==> src/rtl/y86_pc_sequencer.sv <==
// Y86 next-PC sequencer: sequential advance, jumps, call/ret via a return-address stack, halt/error states.
// Optional retired-instruction counter enabled by defining PC_RETIRED_COUNT_EN.
module y86_pc_sequencer #(
    parameter int                ADDR_W    = 16,
    parameter logic [ADDR_W-1:0] RESET_PC  = '0,
    parameter int                RAS_DEPTH = 4,
    parameter int                COUNT_W   = 32
) (
    input  logic                               clock,
    input  logic                               reset,
    input  logic [3:0]                         icode_input,
    input  logic [ADDR_W-1:0]                  valC_input,
    input  logic                               cond_true,
    input  logic                               instr_valid,
    input  logic                               stall,
    output logic [ADDR_W-1:0]                  pc,
    output logic [1:0]                         status,
    output logic [$clog2(RAS_DEPTH+1)-1:0]     ras_depth
`ifdef PC_RETIRED_COUNT_EN
    ,
    output logic [COUNT_W-1:0]                 retired_count
`endif
);

    localparam int DW = $clog2(RAS_DEPTH + 1);
    localparam int IW = (RAS_DEPTH > 1) ? $clog2(RAS_DEPTH) : 1;
    localparam logic [DW-1:0] RAS_FULL = DW'(RAS_DEPTH);

    if (RAS_DEPTH < 1 || COUNT_W < 1) begin : g_param_check
        $error("y86_pc_sequencer: RAS_DEPTH and COUNT_W must be at least 1");
    end

    // The state encoding doubles as the status code, so ERROR is split by cause.
    typedef enum logic [1:0] {
        ST_RUN = 2'b00,
        ST_HLT = 2'b01,
        ST_INS = 2'b10,
        ST_STK = 2'b11
    } state_t;

    state_t            state_q, state_d;
    logic [ADDR_W-1:0] pc_q, pc_d;
    logic [DW-1:0]     depth_q, depth_d;
    logic [ADDR_W-1:0] ras_mem [2**IW];
    logic [ADDR_W-1:0] pc_seq;
    logic [ADDR_W-1:0] ras_top;
    logic [IW-1:0]     push_idx;
    logic [IW-1:0]     pop_idx;
    logic              accept;
    logic              push;

    function automatic logic [3:0] instr_len(input logic [3:0] ic);
        case (ic)
            4'h3, 4'h4, 4'h5:       return 4'd10;
            4'h7, 4'h8:             return 4'd9;
            4'h2, 4'h6, 4'hA, 4'hB: return 4'd2;
            default:                return 4'd1;
        endcase
    endfunction

    assign accept   = (state_q == ST_RUN) && instr_valid && !stall;
    assign pc_seq   = pc_q + ADDR_W'(instr_len(icode_input));
    assign push_idx = IW'(depth_q);
    assign pop_idx  = IW'(depth_q - DW'(1));
    assign ras_top  = ras_mem[pop_idx];

    // NOTE: every output of this block gets a default first so no path leaves one unassigned (no latches).
    always_comb begin
        state_d = state_q;
        pc_d    = pc_q;
        depth_d = depth_q;
        push    = 1'b0;
        if (accept) begin
            case (icode_input)
                4'h0: state_d = ST_HLT;
                4'h1, 4'h2, 4'h3, 4'h4, 4'h5, 4'h6, 4'hA, 4'hB: pc_d = pc_seq;
                4'h7: pc_d = cond_true ? valC_input : pc_seq;
                4'h8: begin
                    if (depth_q < RAS_FULL) begin
                        push    = 1'b1;
                        pc_d    = valC_input;
                        depth_d = depth_q + DW'(1);
                    end else begin
                        state_d = ST_STK;
                    end
                end
                4'h9: begin
                    if (depth_q != '0) begin
                        pc_d    = ras_top;
                        depth_d = depth_q - DW'(1);
                    end else begin
                        state_d = ST_STK;
                    end
                end
                default: state_d = ST_INS;
            endcase
        end
    end

    // NOTE: sequential state uses non-blocking assignments so all registers sample pre-edge values.
    always_ff @(posedge clock or negedge reset) begin
        if (!reset) begin
            state_q <= ST_RUN;
            pc_q    <= RESET_PC;
            depth_q <= '0;
        end else begin
            state_q <= state_d;
            pc_q    <= pc_d;
            depth_q <= depth_d;
        end
    end

    // NOTE: the stack storage has no reset; ras_depth alone defines which entries are meaningful.
    always_ff @(posedge clock) begin
        if (push) begin
            ras_mem[push_idx] <= pc_seq;
        end
    end

`ifdef PC_RETIRED_COUNT_EN
    logic [COUNT_W-1:0] count_q;

    always_ff @(posedge clock or negedge reset) begin
        if (!reset) begin
            count_q <= '0;
        end else if (accept && (state_d == ST_RUN || state_d == ST_HLT)) begin
            count_q <= count_q + COUNT_W'(1);
        end
    end

    assign retired_count = count_q;
`endif

    assign pc        = pc_q;
    assign status    = state_q;
    assign ras_depth = depth_q;

endmodule

==> config.mk <==
export PLATFORM = sky130hd
export DESIGN_NAME = y86_pc_sequencer
export DESIGN_NICKNAME = d
export VERILOG_FILES = /design/src/rtl/y86_pc_sequencer.sv
export SDC_FILE = /design/constraint.sdc
export NUM_CORES = 1
export LEC_CHECK = 0
export ABC_AREA = 1
export CAP_MARGIN = 10
export CORE_MARGIN = 2
export CORE_UTILIZATION = 61
export DETAILED_ROUTE_END_ITERATION = 6
export GPL_ROUTABILITY_DRIVEN = 0
export PLACE_DENSITY_LB_ADDON = 0.1
export SLEW_MARGIN = 20
export SYNTH_ARGS = -nofsm -noshare
export SYNTH_HDL_FRONTEND = slang
export SYNTH_SLANG_ARGS = --single-unit
==> constraint.sdc <==
create_clock -name clock -period 5.4 [get_ports clock]
set_clock_uncertainty 0.05 [all_clocks]
set_input_delay 1.62 -clock clock [delete_from_list [all_inputs] [get_ports clock]]
set_output_delay 1.62 -clock clock [all_outputs]
set_load 0.1 [all_outputs]
==> flow_metrics.py <==
metrics = {
    "sta": {
        "fin_crit_ns": 3.93,
        "setup_viol_count_final": 0,
        "setup_tns_ns": 0,
        "final-max-slew-violation-count": 0,
        "slew-limit-headroom": 0.347,
        "fin_hold_ws_ns": 0.449,
        "timing.final.hold_violations": 0,
        "unrepaired_setup_endpoints_after_global_routing": "false",
        "worstMarginPinSlew_ns": 0.977,
        "achievable-frequency_ghz": 0.254,
        "post-route-period-util": 0.728,
    },
    "synth": {
        "asyncSetResetFlopFracSynth": 0.247,
        "synthTopCellsByArea": "edfxtp_1 (43%), nand2_1 (14%), dfrtp_1 (12%)",
        "postSynth.topFlopCell": "edfxtp_1",
        "netlist.top_cell.by_area": "edfxtp_1",
        "synth_cell_types": 31,
        "yosys_warnings": 0,
        "sequential_to_total_area_share_from_yosys_stat": 0.545,
        "total_standard_cell_area_after_synthesis_um2": 4490,
        "synth_largest_type_area_fraction": 0.428,
        "synth.most_common_cell": "nand2_1",
        "ys_top_cells_by_count": "nand2_1 (169), nand3_1 (74), edfxtp_1 (64)",
        "synth-edff-count": 64,
        "syn-mean-instance-area_um2": 8.68,
        "synth-seq-cells": 85,
        "postSynthCellCount": 517,
        "synth_nets": 551,
    },
    "detailed_routing": {
        "dr.first_iter.drc_count": 276,
        "postRouteWirelength_um": 10400,
        "routed-via-count": 3589,
        "postRouteAntennaNets": 0,
        "drt_pass1_iterations": 5,
        "route.detailed.vias_per_inst": 5.37,
        "detailed_route_wire_length_per_cell_um": 15.6,
        "detail_route.drc_violations": 0,
    },
    "pwr": {
        "switching_share": 0.280,
        "leakage_nw": 2.19,
        "total_power_mw": 1.30,
        "pwr_cell_area_nw_per_um2": 250,
        "share_comb_of_total_power": 0.118,
        "power.net_switching_uw": 363,
        "irDropWorstVdd_mv": 0.134,
        "cellInternalPower_uw": 936,
        "power.sequential.fraction": 0.553,
        "clkPwrFrac": 0.329,
    },
    "floorplan": {
        "coreArea_um2": 7180,
        "die_w_um": 89.8,
        "floorplan.io_pins": 46,
        "floorplan.initialDensity": 0.625,
        "floorplan.die_area_um2": 8060,
        "chipHeight_um": 89.8,
        "number_of_core_rows": 31,
    },
    "setup_path": {
        "critPathKind": "input pin to flip-flop",
        "worst_setup_path_end_kind": "flip-flop",
        "largest_fanout_on_the_critical_path": 9,
        "worstSetupStartpointType": "input pin",
        "worst_ep_required_time_ns": 5.63,
        "worst-endpoint-arrival_ns": 4.16,
    },
    "clock_tree": {
        "cts_inserted_buffers": 9,
        "root_buffer_selected_by_cts": "clkbuf_8",
        "h-tree-depth": 3,
        "tritoncts_num_sinks": 85,
        "holdBufCountCts": 0,
        "worstSkewPairLatency_ns": 0.35,
        "post_cts_resized": 0,
        "clk_transition_reported_paths_ns": 0.09,
        "clock_tree_from_tritoncts": "built",
        "post-cts-setup-buffers": 0,
        "ctsLongestPathBuffers": 2,
    },
    "finish": {
        "layout.filler_cells": 585,
        "antenna-diode-count": 0,
        "stdcell_area_um2": 5190,
        "final_layout_size_suffix_gt1_frac": 0.0773,
        "finish.cell_count_without_fillers": 668,
        "areaGrowthSynthToFinish_pct": 15.8,
        "layout.nets": 598,
    },
    "grt": {
        "global_route.usage.total": 0.277,
        "grt_start_max_net_pins": 37,
        "vias_in_the_first_global_route": 3481,
        "wire_length_of_the_first_global_routing_pass_um": 17200,
        "globalRoute.totalOverflow": 0,
        "antenna_violations_before_repair": 0,
    },
    "placed_design": {
        "dp.cells": 652,
        "port_buffers": 45,
        "dp_hpwl_um": 7180,
        "placedInstanceArea_um2": 5010,
    },
    "worst_hold_path": {
        "hold_path_class": "flip-flop to flip-flop",
    },
    "run_status": {
        "status": "completed",
    },
    "job": {
        "timing.max_cap.violations": 0,
    },
}
final timing paths:
kind	slack [ns]	cells after the start	from	endpoint
setup / recovery	1.47	13	icode_input[3]	pc[8]$_DFFE_PN0P_
hold / removal	0.45	2	status[0]$_DFFE_PN0P_	status[0]$_DFFE_PN0P_
setup reg to reg	2.24	11	ras_depth[0]$_DFFE_PN0P_	pc[0]$_DFFE_PN0P_
hold reg to reg	0.45	2	status[0]$_DFFE_PN0P_	status[0]$_DFFE_PN0P_
max in group asynchronous	3.75	1	reset	pc[5]$_DFFE_PN0P_
min in group asynchronous	1.19	1	reset	pc[6]$_DFFE_PN0P_
state kept, by name, indices dropped and copies added, names as in the netlist:
name / count
pc: 16
ras_mem: 64
ras_depth: 3
status: 2
final cells by class:
class / instances / area, um^2 / share of cell area
timing repair buffer: 52 / 498 / 0.0959
clock inverter: 7 / 65.1 / 0.0125
inverter: 47 / 176 / 0.0340
multi-input combinational: 369 / 1760 / 0.339
tap: 99 / 124 / 0.0238
sequential: 85 / 2450 / 0.471
clock buffer: 9 / 124 / 0.0238
through the flow:
step	utilization	worst slack [ns]
3_5_place_dp	0.698	1.13
4_1_cts	0.724	1.49
6_report	0.724	1.47
3_3_place_gp	0.698	1.26
2_1_floorplan	-	1.89
5_1_grt	0.724	1.19
per-layer routing:
layer  vias up  GRT usage  share of wire
met4         0     0.0744          0.010
met1      1656      0.404           0.43
li1       1782          -              -
met5         -          0              0
met2       140      0.434           0.47
met3        11     0.0545          0.086
power groups by stage:
| stage | logic (mW) | registers, mW | clock network, mW |
|---|---|---|---|
| 5_1_grt | 0.166 | 0.719 | 0.459 |
| 4_1_cts | 0.153 | 0.718 | 0.434 |
| 2_1_floorplan | 0.0622 | 0.770 | 0 |
| 3_3_place_gp | 0.149 | 0.732 | 0 |
| 3_5_place_dp | 0.152 | 0.732 | 0 |
| 6_report | 0.153 | 0.718 | 0.428 |
kinds of logic (layout without fill, tap and decap cells):
family	count (synthesis)	in the layout	share of synthesized area
AND/OR/NAND/NOR	332	332	0.326
flip-flops	85	85	0.545
buffers and inverters	63	115	0.0625
AO/OA/AOI/OAI	24	24	0.0315
adder cells (fa/ha/maj)	9	9	0.0268
XOR/XNOR	4	4	0.00781
placed cells by master, fill, tap and decap left out, types with 4 or more instances in the layout:
| cell | Yosys | layout |
|---|---|---|
| a21oi_1 | 7 | 7 |
| a21oi_2 | 4 | 4 |
| and2_1 | 10 | 10 |
| buf_4 | 1 | 7 |
| clkbuf_8 | 0 | 9 |
| clkdlybuf4s50_1 | 0 | 44 |
| dfrtp_1 | 21 | 21 |
| edfxtp_1 | 64 | 64 |
| ha_1 | 8 | 8 |
| inv_1 | 43 | 43 |
| nand2_1 | 169 | 169 |
| nand2_2 | 4 | 4 |
| nand3_1 | 74 | 74 |
| nand3b_1 | 5 | 5 |
| nor2_1 | 57 | 57 |
| o21ai_0 | 10 | 10 |
critical path, stage by stage:
cell and delay (ns):
clkdlybuf4s50_1 0.65, nor2_2 0.11, a21oi_1 0.15, ha_1 0.18, inv_1 0.05, fa_1 0.39
inv_1 0.11, nand3_1 0.09, nand2_1 0.16, nand2_1 0.09, xnor2_1 0.32, nand2_1 0.09
a21oi_1 0.14
Power figures use the tool's default switching activity.
